[src/rtl/zkbd_pkg.sv]
// zkbd_pkg: shared defaults and mouse-port select encodings for zkbdmus_gen.
//   NCOLS_DEF/NJOY_DEF/KJW_DEF/STICKY_DEF - parameter defaults
//   msel_e / msel_decode                  - which mouse register zah selects
package zkbd_pkg;
  localparam int NCOLS_DEF  = 5;
  localparam int NJOY_DEF   = 1;
  localparam int KJW_DEF    = 5;
  localparam bit STICKY_DEF = 1'b1;

  localparam logic [2:0] MUSBTN_RST = 3'b111;

  typedef enum logic [1:0] {
    MSEL_BTN = 2'd0,  // {wheel, 1, buttons}
    MSEL_X   = 2'd1,
    MSEL_Y   = 2'd2
  } msel_e;

  // zah[0]=0 -> buttons/wheel; else zah[2] picks X (0) or Y (1).
  function automatic msel_e msel_decode(input logic z0, input logic z2);
    if (!z0)      return MSEL_BTN;
    else if (!z2) return MSEL_X;
    else          return MSEL_Y;
  endfunction
endpackage

[src/rtl/zmus_acc.sv]
// zmus_acc: W-bit load/accumulate register.
//   i_clk, i_rst_n : clock, async active-low reset (clears to 0)
//   i_stb          : update strobe
//   i_rel          : 0 = load i_din, 1 = add i_din modulo 2^W
//   i_din / o_q    : data in / register value
module zmus_acc #(
  parameter int W = 8
) (
  input  logic         i_clk,
  input  logic         i_rst_n,
  input  logic         i_stb,
  input  logic         i_rel,
  input  logic [W-1:0] i_din,
  output logic [W-1:0] o_q
);
  logic [W-1:0] r_q;

  always_ff @(posedge i_clk or negedge i_rst_n) begin
    if (!i_rst_n)   r_q <= '0;
    else if (i_stb) r_q <= i_rel ? (r_q + i_din) : i_din;
  end

  assign o_q = r_q;
endmodule

[src/rtl/zkbdmus_gen.sv]
// zkbdmus_gen: keyboard matrix / mouse / joystick port generator.
//   fclk, rst_n            : clock, async active-low reset
//   kbd_in/_sel/_stb       : write one column byte into the shadow frame
//   kbd_commit             : publish shadow frame to the live matrix
//   kbd_rd                 : keyboard port read; clears sticky rows selected by zah
//   mus_*                  : mouse X/Y/buttons/wheel loads (absolute or relative)
//   kj_stb, kj_sel         : joystick channel load from mus_in
//   zah                    : Z80 address high byte (active-low row select)
//   kbd_data, mus_data     : combinational port data
//   kj_data                : joystick channels, channel n at [n*KJW +: KJW]
module zkbdmus_gen
  import zkbd_pkg::*;
#(
  parameter int NCOLS  = NCOLS_DEF,
  parameter int NJOY   = NJOY_DEF,
  parameter int KJW    = KJW_DEF,
  parameter bit STICKY = STICKY_DEF
) (
  input  logic                 fclk,
  input  logic                 rst_n,
  input  logic [7:0]           kbd_in,
  input  logic [2:0]           kbd_in_sel,
  input  logic                 kbd_stb,
  input  logic                 kbd_commit,
  input  logic                 kbd_rd,
  input  logic [7:0]           mus_in,
  input  logic                 mus_xstb,
  input  logic                 mus_ystb,
  input  logic                 mus_btnstb,
  input  logic                 mus_rel,
  input  logic                 kj_stb,
  input  logic [1:0]           kj_sel,
  input  logic [7:0]           zah,
  output logic [NCOLS-1:0]     kbd_data,
  output logic [7:0]           mus_data,
  output logic [NJOY*KJW-1:0]  kj_data
);

  // ---------------- keyboard ----------------
  // Byte b holds rows 0..7 of output column NCOLS-1-b. Selects >= NCOLS
  // match no byte and are dropped naturally.
  for (genvar b = 0; b < NCOLS; b++) begin : g_col
    logic [7:0] r_shadow, r_live;
    logic [7:0] w_shadow_nxt, w_eff;

    // Commit in the same cycle as a write sees the new byte.
    assign w_shadow_nxt = (kbd_stb && kbd_in_sel == 3'(b)) ? kbd_in : r_shadow;

    always_ff @(posedge fclk or negedge rst_n) begin
      if (!rst_n) begin
        r_shadow <= '0;
        r_live   <= '0;
      end else begin
        r_shadow <= w_shadow_nxt;
        if (kbd_commit) r_live <= w_shadow_nxt;
      end
    end

    if (STICKY) begin : g_sticky
      logic [7:0] r_sticky, w_set, w_clr;
      assign w_set = kbd_commit ? w_shadow_nxt : 8'h00;
      assign w_clr = kbd_rd ? ~zah : 8'h00;
      // Set beats clear so a press landing on a read is not lost.
      always_ff @(posedge fclk or negedge rst_n) begin
        if (!rst_n) r_sticky <= '0;
        else        r_sticky <= (r_sticky & ~w_clr) | w_set;
      end
      assign w_eff = r_live | r_sticky;
    end else begin : g_plain
      assign w_eff = r_live;
    end

    // Column low if any selected row (zah bit 0) has the key pressed.
    assign kbd_data[NCOLS-1-b] = &(zah | ~w_eff);
  end

  // ---------------- mouse ----------------
  logic [7:0] w_musx, w_musy;
  logic [3:0] w_wheel;
  logic [2:0] r_musbtn;

  zmus_acc #(.W(8)) u_musx (
    .i_clk(fclk), .i_rst_n(rst_n), .i_stb(mus_xstb), .i_rel(mus_rel),
    .i_din(mus_in), .o_q(w_musx)
  );

  zmus_acc #(.W(8)) u_musy (
    .i_clk(fclk), .i_rst_n(rst_n), .i_stb(mus_ystb), .i_rel(mus_rel),
    .i_din(mus_in), .o_q(w_musy)
  );

  zmus_acc #(.W(4)) u_wheel (
    .i_clk(fclk), .i_rst_n(rst_n), .i_stb(mus_btnstb), .i_rel(mus_rel),
    .i_din(mus_in[7:4]), .o_q(w_wheel)
  );

  always_ff @(posedge fclk or negedge rst_n) begin
    if (!rst_n)          r_musbtn <= MUSBTN_RST;
    else if (mus_btnstb) r_musbtn <= mus_in[2:0];
  end

  always_comb begin
    case (msel_decode(zah[0], zah[2]))
      MSEL_BTN: mus_data = {w_wheel, 1'b1, r_musbtn};
      MSEL_X:   mus_data = w_musx;
      default:  mus_data = w_musy;
    endcase
  end

  // ---------------- joystick ----------------
  for (genvar n = 0; n < NJOY; n++) begin : g_kj
    logic [KJW-1:0] r_ch;
    always_ff @(posedge fclk or negedge rst_n) begin
      if (!rst_n)                          r_ch <= '0;
      else if (kj_stb && kj_sel == 2'(n))  r_ch <= mus_in[KJW-1:0];
    end
    assign kj_data[n*KJW +: KJW] = r_ch;
  end

endmodule

[config.mk]
export PLATFORM = sky130hd
export DESIGN_NAME = zkbdmus_gen
export DESIGN_NICKNAME = d
export VERILOG_FILES = /design/src/rtl/zkbd_pkg.sv /design/src/rtl/zmus_acc.sv /design/src/rtl/zkbdmus_gen.sv
export SDC_FILE = /design/constraint.sdc
export NUM_CORES = 1
export LEC_CHECK = 0
export ABC_AREA = 1
export BUFFER_PORTS_ARGS = -buffer_cell sky130_fd_sc_hd__buf_2
export CAP_MARGIN = 20
export CORE_UTILIZATION = 56
export CTS_CLUSTER_SIZE = 30
export DETAILED_ROUTE_END_ITERATION = 12
export HOLD_SLACK_MARGIN = 0.05
export PLACE_DENSITY = 0.75
export SETUP_SLACK_MARGIN = 0.15
export SYNTH_ARGS = -nofsm -noshare
export SYNTH_HDL_FRONTEND = slang
export SYNTH_SLANG_ARGS = --single-unit
[constraint.sdc]
create_clock -name fclk -period 1.6 [get_ports fclk]
set_input_delay 0.48 -clock fclk [delete_from_list [all_inputs] [get_ports fclk]]
set_output_delay 0.48 -clock fclk [all_outputs]
set_load 0.05 [all_outputs]
==> impl_metrics.csv <==
group,metric,value,unit
route,drtIter0Drc,457,
global_route,antenna_found_initial,0,
route,drc,0,
synth,yosysWarnings,0,
layout,drive_gt1_share,27.51,%
job,drv_cap,0,
sta,hold_viol,0,
sta,tightestPinTransition,464.9,ps
clock_tree,clockRootBuffer,"clkbuf_16",
sta,worst_hold_slack,349.6,ps
worst_setup_path,end_kind,"output port",
floorplanning,num_rows,40,
layout,diodes,0,
route,vias,6195,
global_route,overflow,0,
clock_tree,numCtsBuffers,17,
sta,setup_ws,-485.7,ps
sta,finalMaxSlewViolations,0,
worst_setup_path,cp-start-kind,"register",
layout,syn_to_final_growth,32.55,%
global_route,grt_start_max_net_pins,81,
floorplanning,chipWidth,112.6,um
global_route,grt_first_pass_wirelength,29.70,mm
power_and_ir_drop,total_power,11.79,mW
floorplanning,core_area,11960,um2
run_status,status,"finished with violations",
route,vias_per_cell,5.673,
global_route,grtUsageTotal,30.67,%
placed_design,dp_hpwl,12.14,mm
sta,fin_worst_skew,7.134,ps
floorplanning,die_h,112.6,um
clock_tree,htree_num_levels,4,
floorplanning,die_area,12690,um2
route,drtAntennaViolNets,0,
sta,finalSetupViolations,14,
synth,syn_nets,872,
layout,nFillCells,813,
placed_design,gp_congestion,0.9109,
synth,syn_inst,813,
synth,synth-async-reset-ratio,100.0,%
global_route,grt.busiest_layer,"met2",
layout,final-seq-area,3707,um2
synth,yosysSeqAreaShare,54.09,%
route,totalWireLength,18.24,mm
worst_setup_path,cp_data_required_time,1120,ps
worst_setup_path,cpPeakStageDelay,370,ps
clock_tree,cts.path.max_buffers,2,
clock_tree,clock_latency,420,ps
sta,fin_crit_sh,130.4,%
sta,fmax,479.5,MHz
route,wl_per_cell,16.70,um
sta,tns,-4209,ps
sta,rsz0062_at_grt,"true",
global_route,use_met2,50.62,%
power_and_ir_drop,powerDensity,1298,nW/um2
synth,synth_top_flop_cell,"dfrtp_1",
synth,synth_top_cell_by_area,"dfrtp_1",
synth,synth_edf_count,0,
route,drt-pass1-iter-count,8,
synth,ys_seq_elements,148,
power_and_ir_drop,ir_drop,595.6,uV
worst_setup_path,arrival,1610,ps
synth,synth_top_area_share,52.94,%
synth,yosys-top-cells-area,"dfrtp_1 (53%), o21ai_0 (11%), nand2_1 (11%), inv_1 (6.3%), ha_1 (3.1%)",
worst_setup_path,reg2reg_slack,-270,ps
clock_tree,clkTransAtPathRegs,50,ps
worst_setup_path,critPathSlowestCell,"dfrtp_1",
floorplanning,start_util,57.30,%
global_route,grt_util_met1,38.91,%
floorplanning,pin_count,57,
worst_setup_path,crit_type,"reg -> out",
synth,synth.avg_cell_area,8.431,um2
power_and_ir_drop,power.leakage,4.461,nW
synth,synth_cell_type_count,31,
global_route,grt_pass1_vias,6175,
synth,synth_area,6854,um2
global_route,use_met3,5.508,%
sta,slew_headroom,68.98,%
hold_path,hold_class,"in -> reg",
clock_tree,clock-sinks,148,
layout,final_nets,993,
sta,min_period,2086,ps
placed_design,port_buffers,56,
worst_setup_path,crit_chain,"inv_2 > a21oi_2 > nor2_1 > nand4_1 > nor3_4 > buf_6",
layout,multi_input_area,3095,um2
worst_setup_path,path_max_fanout,2,
run_status,violations,"setup timing",
clock_tree,cts_tree,"done",
==> final timing paths <==
path | startpoint | end | depth (start not counted)
min in group asynchronous | rst_n | g_col[4].r_live[7]$_DFFE_PN0P_ | 2
max in group asynchronous | rst_n | g_col[2].r_shadow[0]$_DFF_PN0_ | 3
setup / recovery | g_col[0].g_sticky.r_sticky[0]$_DFF_PN0_ | kbd_data[4] | 6
setup reg to reg | g_col[0].g_sticky.r_sticky[0]$_DFF_PN0_ | g_col[0].g_sticky.r_sticky[0]$_DFF_PN0_ | 14
hold / removal | mus_in[0] | r_musbtn[0]$_DFFE_PN1P_ | 3
hold reg to reg | g_col[4].r_shadow[6]$_DFF_PN0_ | g_col[4].r_shadow[6]$_DFF_PN0_ | 2
==> area by class of cell <==
cell class / count / area share [%]
Clock buffer: 24 / 5.082
Inverter: 115 / 4.972
Clock inverter: 6 / 0.8814
Multi-Input combinational cell: 526 / 34.07
Sequential cell: 148 / 40.81
Tap cell: 147 / 2.025
Timing Repair Buffer: 126 / 12.16
==> state kept, by name, indices dropped and copies added, names as in the netlist <==
signal	flops
g_col.r_live	40
u_musx.o_q	8
u_musy.o_q	8
g_col.g_sticky.r_sticky	40
u_wheel.o_q	4
kj_data	5
r_musbtn	3
g_col.r_shadow	40
==> layer usage <==
metal	share of wire, %	wire, um	vias to the layer above
met2	49	8956	252
met3	5.3	972	76
met5	0	0	-
met4	4.1	752	0
li1	-	-	2873
met1	41	7556	2994
==> layout by cell type (no fill, tap or decap), drive strengths merged, types with 3 or more instances in the layout <==
cell,count
nand2,201
nand3,31
a31oi,6
dfrtp,145
mux2,3
nor4,3
nor2,49
ha,17
xnor2,3
clkinv,4
a21oi,31
dfstp,3
inv,115
clkbuf,24
nand4,5
buf,125
o21ai,160
fa,3
nand3b,3
==> synthesized netlist by cell type, drive strengths merged, types with 5 or more instances <==
cell / instances
nand3: 31
dfrtp: 145
ha: 17
a21oi: 31
buf: 12
inv: 115
nand2: 201
o21ai: 160
a31oi: 6
nor2: 49
nand4: 5
clkbuf: 12
==> critical path, delay by kind of cell (launching register included) <==
| kind | cells | cell delay (ps) |
|---|---|---|
| AOI/OAI and AO/OA | 1 | 70 |
| buffers and inverters | 2 | 270 |
| and+or+nand+nor | 3 | 480 |
| DFF | 1 | 370 |
==> report_power, final <==
part,total [mW],leakage (nW),switching [mW],internal (mW)
Clock,3.71,0.268,1.40,2.30
Sequential,4.87,1.82,0.394,4.48
Combinational,3.21,2.37,1.89,1.32
Total,11.8,4.46,3.68,8.11
==> cell families after synthesis <==
family                   Yosys count  synth area share [%]
adder cells (fa/ha/maj)           20                 3.980
AO/OA/AOI/OAI                    203                 15.53
multiplexers                       3                0.4928
buffers and inverters            139                 7.941
flip-flops                       148                 54.09
AND/OR/NAND/NOR                  296                 17.45
XOR/XNOR                           4                0.5112
==> timing repair <==
| action | CTS | global route |
|---|---|---|
| pin swaps | 27 | 23 |
| hold buffers | 1 | 0 |
| resized for setup | 111 | 40 |
| endpoints found under the hold margin | 37 | 0 |
| setup endpoints to repair | 27 | 34 |
| gates cloned | 0 | 0 |
| buffers inserted | 17 | 4 |
==> stage by stage <==
step                      util, %  instance area (um2)  std cells  setup slack, ps
after floorplan                 -                 7087        813           -361.5
after global placement      65.81                 7871       1040           -480.3
after detailed placement    65.81                 7871       1040           -478.1
after CTS                   74.34                 8892       1088           -488.2
after global routing        75.95                 9085       1092           -537.6
final                       75.95                 9085       1092           -485.7
(Power assumes the default switching activity.)
